### src/rtl/scazator_16bit_pipe.sv
// scazator_16bit_pipe: two-stage pipelined 16-bit subtractor, diff = a - b - bin.
// The low byte is resolved in stage 1 and the high byte in stage 2, with the
// byte carry c8 registered between them. Valid/ready handshakes on both sides
// give one result per cycle and two cycles of latency.
// Optional build macro: SCAZATOR_SAT_EN clamps diff to 16'h7FFF / 16'h8000 on
// signed overflow; without it diff wraps modulo 2^16.
module scazator_16bit_pipe (
  input  logic        clk,
  input  logic        rst_n,
  input  logic        in_valid,
  output logic        in_ready,
  input  logic [15:0] a,
  input  logic [15:0] b,
  input  logic        bin,
  output logic        out_valid,
  input  logic        out_ready,
  output logic [15:0] diff,
  output logic        bout,
  output logic        ovf,
  output logic        zero
);

  // Result of one 8-bit lookahead slice: sum plus the carries into bit 7 and out of bit 7.
  typedef struct packed {
    logic [7:0] sum;
    logic       c7;
    logic       c8;
  } add8_t;

  // 8-bit adder with nibble group propagate/generate lookahead for c4 and c8.
  function automatic add8_t add8(input logic [7:0] x, input logic [7:0] y,
                                 input logic cin);
    logic [7:0] p;
    logic [7:0] g;
    logic [1:0] gp;
    logic [1:0] gg;
    logic [8:0] c;
    add8_t      r;
    p = x ^ y;
    g = x & y;
    for (int n = 0; n < 2; n++) begin
      gp[n] = &p[4*n +: 4];
      gg[n] = g[4*n+3]
            | (p[4*n+3] & g[4*n+2])
            | (p[4*n+3] & p[4*n+2] & g[4*n+1])
            | (p[4*n+3] & p[4*n+2] & p[4*n+1] & g[4*n]);
    end
    c    = '0;
    c[0] = cin;
    c[4] = gg[0] | (gp[0] & cin);
    c[8] = gg[1] | (gp[1] & gg[0]) | (gp[1] & gp[0] & cin);
    // Bit carries inside each nibble start from that nibble's lookahead carry.
    for (int i = 0; i < 8; i++) begin
      if ((i % 4) != 3) c[i+1] = g[i] | (p[i] & c[i]);
    end
    r.sum = p ^ c[7:0];
    r.c7  = c[7];
    r.c8  = c[8];
    return r;
  endfunction

  // Stage 1 state
  logic       s1_valid_q, s1_valid_d;
  logic [7:0] s1_lo_q;
  logic       s1_c8_q;
  logic [7:0] s1_ahi_q;
  logic [7:0] s1_bhi_q;

  // Stage 2 / output state
  logic        out_valid_q, out_valid_d;
  logic [15:0] diff_q, diff_d;
  logic        bout_q, bout_d;
  logic        ovf_q, ovf_d;
  logic        zero_q, zero_d;

  logic  s2_en;
  logic  in_xfer;
  add8_t s1_res;
  add8_t s2_res;
  logic  unused_s1_c7;

  assign s2_en    = !out_valid_q || out_ready;
  assign in_ready = !s1_valid_q || s2_en;
  assign in_xfer  = in_valid && in_ready;

  // Subtraction as a + ~b + !bin; the low byte carry c8 crosses the stage boundary.
  assign s1_res       = add8(a[7:0], ~b[7:0], ~bin);
  assign s2_res       = add8(s1_ahi_q, ~s1_bhi_q, s1_c8_q);
  assign unused_s1_c7 = s1_res.c7;

  // Next-state for both valid flags and the stage 2 result.
  always_comb begin
    // NOTE: every variable gets a default first so no path leaves it unassigned (no latch).
    s1_valid_d  = s1_valid_q;
    out_valid_d = out_valid_q;
    diff_d      = {s2_res.sum, s1_lo_q};
    bout_d      = !s2_res.c8;
    ovf_d       = s2_res.c7 ^ s2_res.c8;

    if (in_xfer)                      s1_valid_d = 1'b1;
    else if (s1_valid_q && s2_en)     s1_valid_d = 1'b0;

    if (s2_en) out_valid_d = s1_valid_q;

`ifdef SCAZATOR_SAT_EN
    // Clamp toward the sign of the minuend: positive a saturates high, negative a low.
    if (ovf_d) diff_d = s1_ahi_q[7] ? 16'h8000 : 16'h7FFF;
`endif
    zero_d = (diff_d == 16'h0000);
  end

  // Valid flags and output registers, synchronously reset.
  always_ff @(posedge clk) begin
    // NOTE: non-blocking assignments keep every register sampling pre-edge values.
    if (!rst_n) begin
      s1_valid_q  <= 1'b0;
      out_valid_q <= 1'b0;
      diff_q      <= 16'h0000;
      bout_q      <= 1'b0;
      ovf_q       <= 1'b0;
      zero_q      <= 1'b0;
    end else begin
      s1_valid_q  <= s1_valid_d;
      out_valid_q <= out_valid_d;
      if (s2_en && s1_valid_q) begin
        diff_q <= diff_d;
        bout_q <= bout_d;
        ovf_q  <= ovf_d;
        zero_q <= zero_d;
      end
    end
  end

  // Stage 1 datapath, loaded on every input transfer.
  always_ff @(posedge clk) begin
    // NOTE: no reset here; these bits are only observed while s1_valid_q is set.
    if (in_xfer) begin
      s1_lo_q  <= s1_res.sum;
      s1_c8_q  <= s1_res.c8;
      s1_ahi_q <= a[15:8];
      s1_bhi_q <= b[15:8];
    end
  end

  assign out_valid = out_valid_q;
  assign diff      = diff_q;
  assign bout      = bout_q;
  assign ovf       = ovf_q;
  assign zero      = zero_q;

endmodule

### config.mk
export PLATFORM = sky130hd
export DESIGN_NAME = scazator_16bit_pipe
export DESIGN_NICKNAME = d
export VERILOG_FILES = /design/src/rtl/scazator_16bit_pipe.sv
export SDC_FILE = /design/constraint.sdc
export NUM_CORES = 1
export LEC_CHECK = 0
export BUFFER_PORTS_ARGS = -buffer_cell sky130_fd_sc_hd__buf_4
export CAP_MARGIN = 20
export CORE_MARGIN = 1
export CORE_UTILIZATION = 54
export CTS_BUF_LIST = sky130_fd_sc_hd__clkbuf_8
export DETAILED_ROUTE_END_ITERATION = 10
export PLACE_DENSITY = 0.82
export SLEW_MARGIN = 0
export SYNTH_ARGS = -nofsm -noshare
export SYNTH_HDL_FRONTEND = slang
export SYNTH_SLANG_ARGS = --single-unit
### constraint.sdc
create_clock -name clk -period 3.14 [get_ports clk]
set_input_delay 0.314 -clock clk [delete_from_list [all_inputs] [get_ports clk]]
set_output_delay 0.314 -clock clk [all_outputs]
set_load 0.005 [all_outputs]
======== Word level (Yosys, flattened, before mapping) ========
Index checks and enable logic that the tools add are counted.
word-level totals
  flip-flop bits (word level) ............. 46
  output and inout bits ................... 21
  word-level logic and storage cells ...... 105
cells by class
  multiplexer cells ....................... 2
  bitwise logic cells ..................... 80
  reduce and logical (&&, ||, !) cells .... 13
operators by type and width
  operator           count
  $and 1x1->1        40
  $xor 8x8->8        4
  $or 1x1->1         30
  $and 8x8->8        2
  $logic_not 16->1   1
  $not 8->8          2
  $reduce_and 4->1   4
  $logic_not 1->1    3
  $logic_and 1x1->1  2
  $logic_or 1x1->1   2
  $mux 1             2
  $reduce_bool 2->1  1
  $not 1->1          1
  $xor 1x1->1        1

======== Longest topological paths before layout ========
Gate-level depths: netlist of run 1.
  word-level depth ........................ 15
  depth in mapped cells ................... 12

======== Worst setup path after synthesis of run 1 ========
Ideal clock, no wire load.
  kind .................................... register to register
  start ................................... register s1_ahi_q[2]
  end ..................................... register zero_q, in the netlist zero
  setup time .............................. 0.070 ns
  arrival time ............................ 2.714 ns
  path slack .............................. 0.356 ns
  cell stages (with the launch flop) ...... 12
  path buffers ............................ 0
  cells stage by stage .................... edfxtp_1 -> ha_1 -> nand2_1 -> o21ai_0 -> a21oi_1 -> fa_1 -> fa_1 -> fa_1 -> xnor2_1 -> nor3_2 -> nand4_1 -> a21oi_1
on the way
  longest elaborated chain between the ends .. 14
  elaborated cells between the ends (all ways) .. 23
RTL lines
  item                                               line        text
  start: declaration                                 66          logic [7:0] s1_ahi_q;
  start signal: assignment                           140         s1_ahi_q <= a[15:8];
  $and 8x8->8 / $xor 8x8->8 (equally long branches)  40, 39
  $and 1x1->1, on equally long branches              44, 45, 46
  $or 1x1->1 (tied with other cells)                 44          | (p[4*n+3] & g[4*n+2])
  $or 1x1->1 / $and 1x1->1 (equally long branches)   45, 46
  $or 1x1->1                                         46          | (p[4*n+3] & p[4*n+2] & p[4*n+1] & g[4*n]);
  $or 1x1->1                                         50          c[4] = gg[0] | (gp[0] & cin);
  $and 1x1->1                                        54          if ((i % 4) != 3) c[i+1] = g[i] | (p[i] & c[i]);
  $or 1x1->1                                         54
  $and 1x1->1                                        54
  $or 1x1->1                                         54
  $and 1x1->1                                        54
  $or 1x1->1                                         54
  $xor 8x8->8 *                                      56          r.sum = p ^ c[7:0];
  $logic_not 16->1 *                                 109         zero_d = (diff_d == 16'h0000);
  end signal: assignment                             129         zero_q <= zero_d;
  end: declaration                                   74          logic zero_q, zero_d;
Every way passes the cells marked *; elsewhere a longest branch is shown, timed or not.
A chain may end at the register's enable or synchronous reset.

======== Worst setup path after layout of run 1 ========
Same ends and word-level chain as after synthesis.

==> results of run 1 <==
worst max path at each step:
stage	depth (start not counted)	to	slack, ps	start
2_1_floorplan	11	zero	360	s1_ahi_q[2]
3_3_place_gp	11	zero	260	s1_ahi_q[2]
3_5_place_dp	11	zero	180	s1_ahi_q[2]
4_1_cts	11	zero	130	s1_ahi_q[2]
5_1_grt	11	zero	1	s1_ahi_q[2]
6_report	11	zero	190	s1_ahi_q[2]
final cells by class:
class	instances	area share
sequential	46	0.412
multi-input combinational	123	0.333
timing repair buffer	60	0.158
inverter	35	0.0462
clock buffer	5	0.0242
tap	50	0.0220
clock inverter	3	0.00440
cells by family (layout without fill, tap and decap cells):
family                   after synthesis  count (layout)  share of synthesized area
flip-flops                            46              46                      0.514
AO/OA/AOI/OAI                         35              35                     0.0895
XOR/XNOR                               5               5                     0.0192
multiplexers                           1               1                    0.00439
AND/OR/NAND/NOR                       54              54                      0.110
buffers and inverters                 41             103                     0.0697
adder cells (fa/ha/maj)               28              28                      0.193
Yosys cell counts, types with 2 or more instances:
master	number	area (sq um)
a211oi_1	6	45.0
a21oi_1	20	100
buf_2	4	20.0
clkbuf_1	2	7.51
dfxtp_1	21	420
edfxtp_1	25	751
fa_1	12	240
ha_1	16	200
inv_1	35	131
nand2_1	26	97.6
nand4_1	2	12.5
nor2_1	14	52.6
nor2b_1	4	25.0
o21a_1	3	22.5
o21ai_0	3	15.0
xnor2_1	4	35.0
per-layer routing:
layer	track usage	up-vias
met5	0	-
met4	0.0931	0
met3	0.0582	5
met2	0.342	49
met1	0.234	706
li1	-	814
timing repair:
item,4_1_cts,5_1_grt
setup endpoints to repair,0,1
endpoints found under the hold margin,0,0
hold buffers,0,0
setup buffers,0,1
resized for setup,0,1
power by group through the flow:
stage / Clock, uW / Combinational [uW] / Sequential [uW]
final: 336 / 242 / 712
after global routing: 370 / 277 / 717
after CTS: 346 / 243 / 712
after detailed placement: 0 / 242 / 726
after global placement: 0 / 231 / 725
after floorplan: 0 / 139 / 722
cell usage in the layout (no fill, tap or decap):
cell / synthesis / final
clkinv_1: 0 / 1
nor2_1: 14 / 14
o21ai_1: 0 / 1
fa_1: 12 / 12
clkinv_2: 0 / 1
and2_1: 1 / 1
clkbuf_8: 0 / 5
xor2_1: 1 / 1
dfxtp_1: 21 / 21
a211oi_1: 6 / 6
buf_4: 0 / 60
o21ai_0: 3 / 2
or4b_4: 1 / 1
inv_1: 35 / 36
nand4b_1: 1 / 1
nand4_1: 2 / 2
or4_1: 1 / 1
a31oi_1: 1 / 1
mux2i_1: 1 / 1
o211ai_1: 1 / 1
nand2_1: 26 / 26
edfxtp_1: 25 / 25
ha_1: 16 / 16
xnor2_1: 4 / 4
nand3_1: 1 / 1
nor3_2: 1 / 1
nand2b_1: 1 / 1
a21o_1: 1 / 1
nor3_1: 1 / 1
o21a_1: 3 / 3
a21oi_1: 20 / 20
nor2b_1: 4 / 4
registers in the layout, summed over array words and instances, names as in the netlist:
name and cells:
bout 1, diff 16, out_valid 1, ovf 1
s1_ahi_q 8, s1_bhi_q 8, s1_c8_q 1, s1_lo_q 8
s1_valid_q 1, zero 1
per-stage QoR:
step | cell area, sq um | utilization | worst slack (ps) | cells
after floorplan | 2280 | - | 356 | 210
final | 2850 | 0.706 | 189 | 322
after detailed placement | 2760 | 0.684 | 176 | 313
after global routing | 2850 | 0.706 | 1.15 | 322
after global placement | 2760 | 0.684 | 262 | 313
after CTS | 2840 | 0.704 | 133 | 321
==> results by group, run 1 <==
STA
  • Slew margin rel.: 0.579
  • Final Hold Vio Count: 0
  • Final setup viols: 0
  • Clock skew: 8.22 ps
  • Tightest Pin Transition: 631 ps
  • RSZ-0062 raised after global routing: no
  • Setup_tns: 0 ps
  • Fin. max-slew vios: 0
  • Period utilization: 0.940
  • Period minus WS final: a little under 3000 ps
  • Hold slack: 187 ps
  • Max Clock Freq: roughly 340 MHz

Detailed routing
  • Starting DRT DRC Count: 75
  • DRT Pass-1 Iters: 4
  • WL met1: roughly 1.7 mm
  • DR DRC count: 0
  • ANT nets after route: 0
  • Top Layer Used: met4
  • DRT Wirelength: 3.93 mm
  • Met3 wire len: 204 um
  • DR vias/cell: around 5
  • Avg WL per Cell: 12.2 um
  • Routed wl met2: around 2.0 mm
  • Via count: 1574

GRT
  • GRT overflow: 0
  • GRT Overall Usage: 0.202
  • First-pass GRT wire length: 6.50 mm
  • Largest net degree at the start of global routing: 26
  • Vias in the first global route: 1516
  • Initial antenna violation count: 0

Final layout
  • Multi-input logic area: 948 sq um
  • Fillers: 315
  • Fraction of layout cells with a size suffix above 1: 0.250
  • Final #Nets: 336
  • Synth-to-Final Area Change: 24.9%
  • Ant. Diodes: 0
  • Register Area: approximately 1200 sq um

Synthesis
  • Synthesized Nets: 275
  • Register area share after synthesis: 0.514
  • Yosys reg bits: between 40 and 50
  • Synthesized area per cell: 10.8 sq um
  • Top_reg_cell synth: edfxtp_1
  • Post-synthesis cell area: 2280 sq um
  • Synth async-reset ratio: 0
  • Post-synth EDFFs: 25
  • Synth warnings: 0
  • Synth unique cells: 29
  • Post-Syn Instances: 210

Critical path
  • WS Path Type: register to register
  • Reg2Reg Depth: 11
  • Most frequent cell on the critical path: fa_1
  • CP max stage cell: fa_1
  • FF-to-FF End: zero
  • Worst EP required: 3360 ps
  • R2R Setup Slk: 190 ps
  • Worst r2r src: s1_ahi_q[2]
  • Critical path endpoint category: register
  • CP Cell Sequence: ha_1 -> nand2_1 -> o21ai_1 -> a21oi_1 -> fa_1 -> fa_1 -> fa_1 -> xnor2_1 -> nor3_2 -> nand4_1 -> a21oi_1
  • CP Launch Type: register
  • Worst path bufs/invs: 0
  • CP delay by family, top: adder cells
  • Crit path largest cell delay: around 430 ps
  • Arrival @ worst endpoint: 3170 ps
  • Crit Path Max Fanout: 2

Die
  • Die area: 4480 sq um
  • Site Rows: 23
  • I/O pin count: 58
  • Die H: about 67 um
  • Starting Density: 0.566
  • Core Area: 4030 sq um
  • Die width: 67.0 um

Placed design
  • Port bufs: 57
  • Gp weighted congestion: 0.724
  • Final HPWL DP: 3.05 mm

CTS
  • CTS tree: built
  • Clk_lat worst skew: 300 ps
  • Clock Path Buffers: 2
  • CTS Buf Count: 5
  • Root Buffer Master: clkbuf_8
  • Clock-pin slew on the worst setup and hold paths: around 80 ps
  • Htree depth: 2
  • CTS Sinks: 46

Power
  • Gate power share: 0.188
  • Seq pwr share: 0.552
  • Sw Ratio: 0.255
  • P_int: approximately 960 uW
  • NetSw: 329 uW
  • Post-route total power: 1290 uW
  • Leak Pwr: 0.00130 uW
  • Worst VDD drop: between 0.0002 and 0.0003 V
  • Clk pwr share: 0.261
  • Pwr Density: 453 nW/um^2

Hold path
  • Worst hold path class: primary input to register
  • Hold path startpoint: b[13]
  • Hold path depth: 1
  • Hold Path Sink: s1_bhi_q[5]

Run status
  • Status: complete, no violations

Flow run
  • Maxcap violations: 0
Power figures use the tool's default switching activity.
==> run 2, diff against run 1 <==
--- a/config.mk
+++ b/config.mk
@@ -7,8 +7,10 @@
 export LEC_CHECK = 0
 export BUFFER_PORTS_ARGS = -buffer_cell sky130_fd_sc_hd__buf_4
 export CAP_MARGIN = 20
+export CELL_PAD_IN_SITES_DETAIL_PLACEMENT = 1
+export CELL_PAD_IN_SITES_GLOBAL_PLACEMENT = 1
 export CORE_MARGIN = 1
-export CORE_UTILIZATION = 54
+export CORE_UTILIZATION = 42
 export CTS_BUF_LIST = sky130_fd_sc_hd__clkbuf_8
 export DETAILED_ROUTE_END_ITERATION = 10
 export PLACE_DENSITY = 0.82
==> results by group, run 2 (synthesis gave the netlist of run 1 again) <==
Die
  • Core Area: 5170 sq um
  • Die area: 5720 sq um
  • Site Rows: 26
  • Die H: ~76 um
  • Die width: 75.7 um
  • I/O pin count: 58
  • Starting Density: 0.440

Run status
  • Status: complete, no violations

Hold path
  • Worst hold path class: primary input to register

Final layout
  • Util after Layout: 0.555
  • Ant. Diodes: 0
  • Final cell count without fillers: 341
  • Synth-to-Final Area Change: 26.0%
  • Max FFs per register: 16
  • Fraction of layout cells with a size suffix above 1: 0.247
  • Commonest non-fill, non-tap cells in the layout: buf_4, inv_1, nand2_1
  • Post-route cell area: 2870 sq um
  • Final #Nets: 335
  • Most common cell after layout, fill and taps aside: buf_4

Flow run
  • Maxcap violations: 0

Critical path
  • Most frequent cell on the critical path: fa_1
  • CP max stage cell: edfxtp_1
  • CP delay by family, top: adder cells
  • Crit path largest cell delay: 430 ps
  • Worst EP required: 3370 ps
  • Critical path endpoint category: register
  • CP Cell Sequence: ha_1 -> nand2_1 -> o21ai_1 -> a21oi_1 -> fa_1 -> fa_1 -> fa_1 -> xnor2_1 -> nor3_2 -> nand4_1 -> a21oi_1
  • CP Launch Type: register
  • Arrival @ worst endpoint: 3210 ps
  • WS Path Type: register to register
  • Worst path bufs/invs: 0
  • Crit Path Max Fanout: 2

Power
  • Gate power share: 0.188
  • Post-route total power: 1330 uW
  • NetSw: 340 uW
  • Pwr Density: 461 nW/um^2
  • Clk pwr share: 0.274
  • Sw Ratio: 0.257
  • P_int: between 900 and 1000 uW
  • Leak Pwr: 0.00130 uW
  • Seq pwr share: 0.537
  • Worst VDD drop: 0.000194 V

STA
  • Final Hold Vio Count: 0
  • Period minus WS final: between 2000 and 3000 ps
  • Slew margin rel.: 0.582
  • Max Clock Freq: about 340 MHz
  • Period utilization: 0.949
  • Fin. max-slew vios: 0
  • RSZ-0062 raised after global routing: no
  • Clock skew: 11.5 ps
  • Tightest Pin Transition: 626 ps
  • Final setup viols: 0
  • Setup_tns: 0 ps

Detailed routing
  • DR DRC count: 0
  • Via count: 1644
  • DRT Wirelength: 4.83 mm
  • DR vias/cell: about 4.8
  • Starting DRT DRC Count: 77
  • DRT Pass-1 Iters: 2
  • ANT nets after route: 0
  • Avg WL per Cell: between 10 and 15 um

Placed design
  • Post-Place Cell Area: 2780 sq um
  • Final HPWL DP: between 3 and 4 mm
  • Placed Cells incl. Taps: approximately 330
  • Gp weighted congestion: between 0.7 and 0.8
  • Port bufs: 57

GRT
  • GRT met3 Usage: 0.0450
  • Most used routing layer: met2
  • Met1 GRT Util: 0.222
  • GRT overflow: 0
  • GR met2 Demand/Resource: 0.329
  • First-pass GRT wire length: around 7.7 mm
  • Initial antenna violation count: 0
  • Largest net degree at the start of global routing: 26
  • GRT Overall Usage: 0.190
  • Vias in the first global route: 1659

CTS
  • Root Buffer Master: clkbuf_8
  • Post-CTS Setup Inserts: 0
  • CTS Sinks: 46
  • CTS tree: built
  • Clock-pin slew on the worst setup and hold paths: 90 ps
  • CTS Buf Count: 5
  • Clk_lat worst skew: 300 ps
  • Clock Path Buffers: 2
  • Htree depth: 2
==> run 2: timing repair <==
action | 4_1_cts | 5_1_grt
gates resized for setup | 0 | 1
setup endpoints to repair | 0 | 1
hold buffers | 0 | 0
==> run 2: power groups by stage <==
stage	logic [uW]	registers, uW	clock network [uW]
detailed placement	252	727	0
global placement	236	725	0
finish	250	712	363
floorplan	139	722	0
CTS	254	713	377
global route	283	720	402
==> run 2: area by class of cell <==
cell class / instances / area (sq um)
fillers: 566 / 2300
flip-flops and latches: 46 / 1170
multi-input cells: 123 / 948
repair buffers: 59 / 443
inverters: 35 / 131
well taps: 70 / 87.6
clock buffers: 6 / 82.6
clock inverters: 2 / 7.51
==> run 2: per-layer routing <==
metal  vias to the layer above  wire length (um)
met5                         -                 0
met4                         0               107
met3                         8               216
met2                        47              2520
met1                       779              1980
li1                        810                 -
==> run 2: path summary, 6_finish.rpt <==
path                             startpoint     endpoint  slack (ps)  cells past startpoint
worst max-delay path            s1_ahi_q[2]         zero         160                     11
worst min-delay path                  a[13]  s1_ahi_q[5]         180                      1
worst max register to register  s1_ahi_q[2]         zero         160                     11
worst min register to register      diff[7]      diff[7]         460                      2
==> run 2: worst register-to-register path, cell delays in order, from the launching register on <==
cell	delay (ps)
edfxtp_1	430
ha_1	330
nand2_1	80
o21ai_1	150
a21oi_1	120
fa_1	390
fa_1	390
fa_1	420
xnor2_1	170
nor3_2	170
nand4_1	110
a21oi_1	150
==> run 2: through the flow <==
stage / hold slack [ps] / setup WS [ps]
floorplan: 413 / 356
global placement: 446 / 238
detailed placement: 450 / 151
CTS: 172 / 106
global route: 170 / 20.7
finish: 184 / 160
==> run 3, diff against run 2 <==
--- a/config.mk
+++ b/config.mk
@@ -9,10 +9,11 @@
 export CAP_MARGIN = 20
 export CELL_PAD_IN_SITES_DETAIL_PLACEMENT = 1
 export CELL_PAD_IN_SITES_GLOBAL_PLACEMENT = 1
-export CORE_MARGIN = 1
+export CORE_MARGIN = 2
 export CORE_UTILIZATION = 42
 export CTS_BUF_LIST = sky130_fd_sc_hd__clkbuf_8
 export DETAILED_ROUTE_END_ITERATION = 10
+export MAX_ROUTING_LAYER = met4
 export PLACE_DENSITY = 0.82
 export SLEW_MARGIN = 0
 export SYNTH_ARGS = -nofsm -noshare
==> results by group, run 3 (synthesis gave the netlist of run 1 again) <==
GRT
  • Initial antenna violation count: 0
  • Vias in the first global route: roughly 1.7k
  • GRT overflow: 0
  • Largest net degree at the start of global routing: 26
  • GRT Overall Usage: 0.182
  • First-pass GRT wire length: 8.21 mm

STA
  • Tightest Pin Transition: 648 ps
  • Final Hold Vio Count: 0
  • Slew margin rel.: 0.568
  • Clock skew: 14.4 ps
  • Fin. max-slew vios: 0
  • Max Clock Freq: ~340 MHz
  • Hold slack: 172 ps
  • Setup_tns: 0 ps
  • Final setup viols: 0
  • Period utilization: 0.949
  • RSZ-0062 raised after global routing: no
  • Period minus WS final: between 2000 and 3000 ps

Final layout
  • Most common cell after layout, fill and taps aside: buf_4
  • Fillers: 574
  • Util after Layout: 0.561
  • Max FFs per register: 16
  • Commonest non-fill, non-tap cells in the layout: buf_4, inv_1, nand2_1
  • Synth-to-Final Area Change: 27.4%
  • Fraction of layout cells with a size suffix above 1: 0.257
  • Final #Nets: 336
  • Ant. Diodes: 0

Power
  • Pwr Density: 482 nW/um^2
  • Leak Pwr: 0.00131 uW
  • Worst VDD drop: 0.000252 V

Die
  • Die area: 6030 sq um
  • Core Area: 5170 sq um
  • Starting Density: 0.440
  • Die H: 77.7 um
  • Die width: about 78 um
  • I/O pin count: 58
  • Site Rows: 26

CTS
  • CTS Buf Count: 5
  • CTS tree: built
  • Htree depth: 2
  • Clk_lat worst skew: 310 ps
  • Clock-pin slew on the worst setup and hold paths: about 100 ps
  • Cts hold-fix bufs: 0
  • Root Buffer Master: clkbuf_8
  • CTS Sinks: 46
  • Clock Path Buffers: 2

Critical path
  • Worst r2r src: s1_ahi_q[2]
  • Arrival @ worst endpoint: 3220 ps
  • Worst EP required: 3380 ps
  • CP Launch Type: register
  • Crit Path Max Fanout: 2
  • Critical path endpoint category: register
  • FF-to-FF End: zero
  • Reg2Reg Depth: 11
  • R2R Setup Slk: 160 ps
  • WS Path Type: register to register

Detailed routing
  • DRT Wirelength: 4.74 mm
  • WL met1: 2.02 mm
  • DR DRC count: 0
  • Avg WL per Cell: 13.9 um
  • Starting DRT DRC Count: 65
  • DR vias/cell: 4.88
  • ANT nets after route: 0
  • DRT Pass-1 Iters: 4
  • Via count: about 1.7k
  • Top Layer Used: met4
  • Routed wl met2: 2.45 mm
  • Met3 wire len: 210 um

Hold path
  • Worst hold path class: primary input to register
  • Hold Path Sink: s1_ahi_q[5]
  • Hold path depth: 1
  • Hold path startpoint: a[13]

Flow run
  • Maxcap violations: 0

Placed design
  • Port bufs: 57
  • Gp weighted congestion: 0.750
  • Final HPWL DP: ~3.8 mm

Run status
  • Status: complete, no violations
run 3: worst max path at each step:
stage / startpoint / to / slack, ps / cells after the start
6_report: s1_ahi_q[2] / zero / 160 / 11
5_1_grt: s1_ahi_q[2] / zero / 20 / 11
2_1_floorplan: s1_ahi_q[2] / zero / 360 / 11
3_3_place_gp: s1_ahi_q[2] / zero / 240 / 11
3_5_place_dp: s1_ahi_q[2] / zero / 70 / 11
4_1_cts: s1_ahi_q[2] / zero / 80 / 11
run 3: metal layers:
layer	global-route usage	up-vias
met5	-	-
met2	0.306	46
met1	0.211	807
li1	-	812
met4	0.0696	0
met3	0.0407	5
run 3: per-stage QoR:
| step | area (sq um) | total power, uW | instances | setup slack [ps] |
|---|---|---|---|---|
| floorplan | 2280 | 861 | 210 | 356 |
| global placement | 2780 | 962 | 333 | 238 |
| detailed placement | 2780 | 979 | 333 | 74.2 |
| CTS | 2890 | 1420 | 341 | 75.5 |
| global route | 2900 | 1480 | 342 | 21.3 |
| finish | 2900 | 1400 | 342 | 161 |
run 3: report_power, final:
part / internal [uW] / total (uW) / switching [uW]
registers: 687 / 713 / 25.4
clock network: 234 / 439 / 205
logic: 125 / 248 / 123
run 3: worst max-delay path: stages (launching register included):
cell and delay (ps):
edfxtp_1 440, ha_1 330, nand2_1 80, o21ai_1 170, a21oi_2 100, fa_1 390
fa_1 400, fa_1 420, xnor2_1 170, nor3_2 170, nand4_1 110, a21oi_1 150
run 3: repair_timing:
item                                    CTS  global route
hold endpoints to repair                  0             0
setup buffers                             0             1
gates resized for setup                   0             2
endpoints found under the setup margin    0             1
run 3: final cells by class:
class / instances / area [sq um] / area share
flip-flops and latches: 46 / 1170 / 0.403
inverters: 35 / 131 / 0.0453
multi-input cells: 123 / 952 / 0.328
clock inverters: 3 / 41.3 / 0.0142
well taps: 70 / 87.6 / 0.0302
repair buffers: 60 / 450 / 0.155
clock buffers: 5 / 68.8 / 0.0237
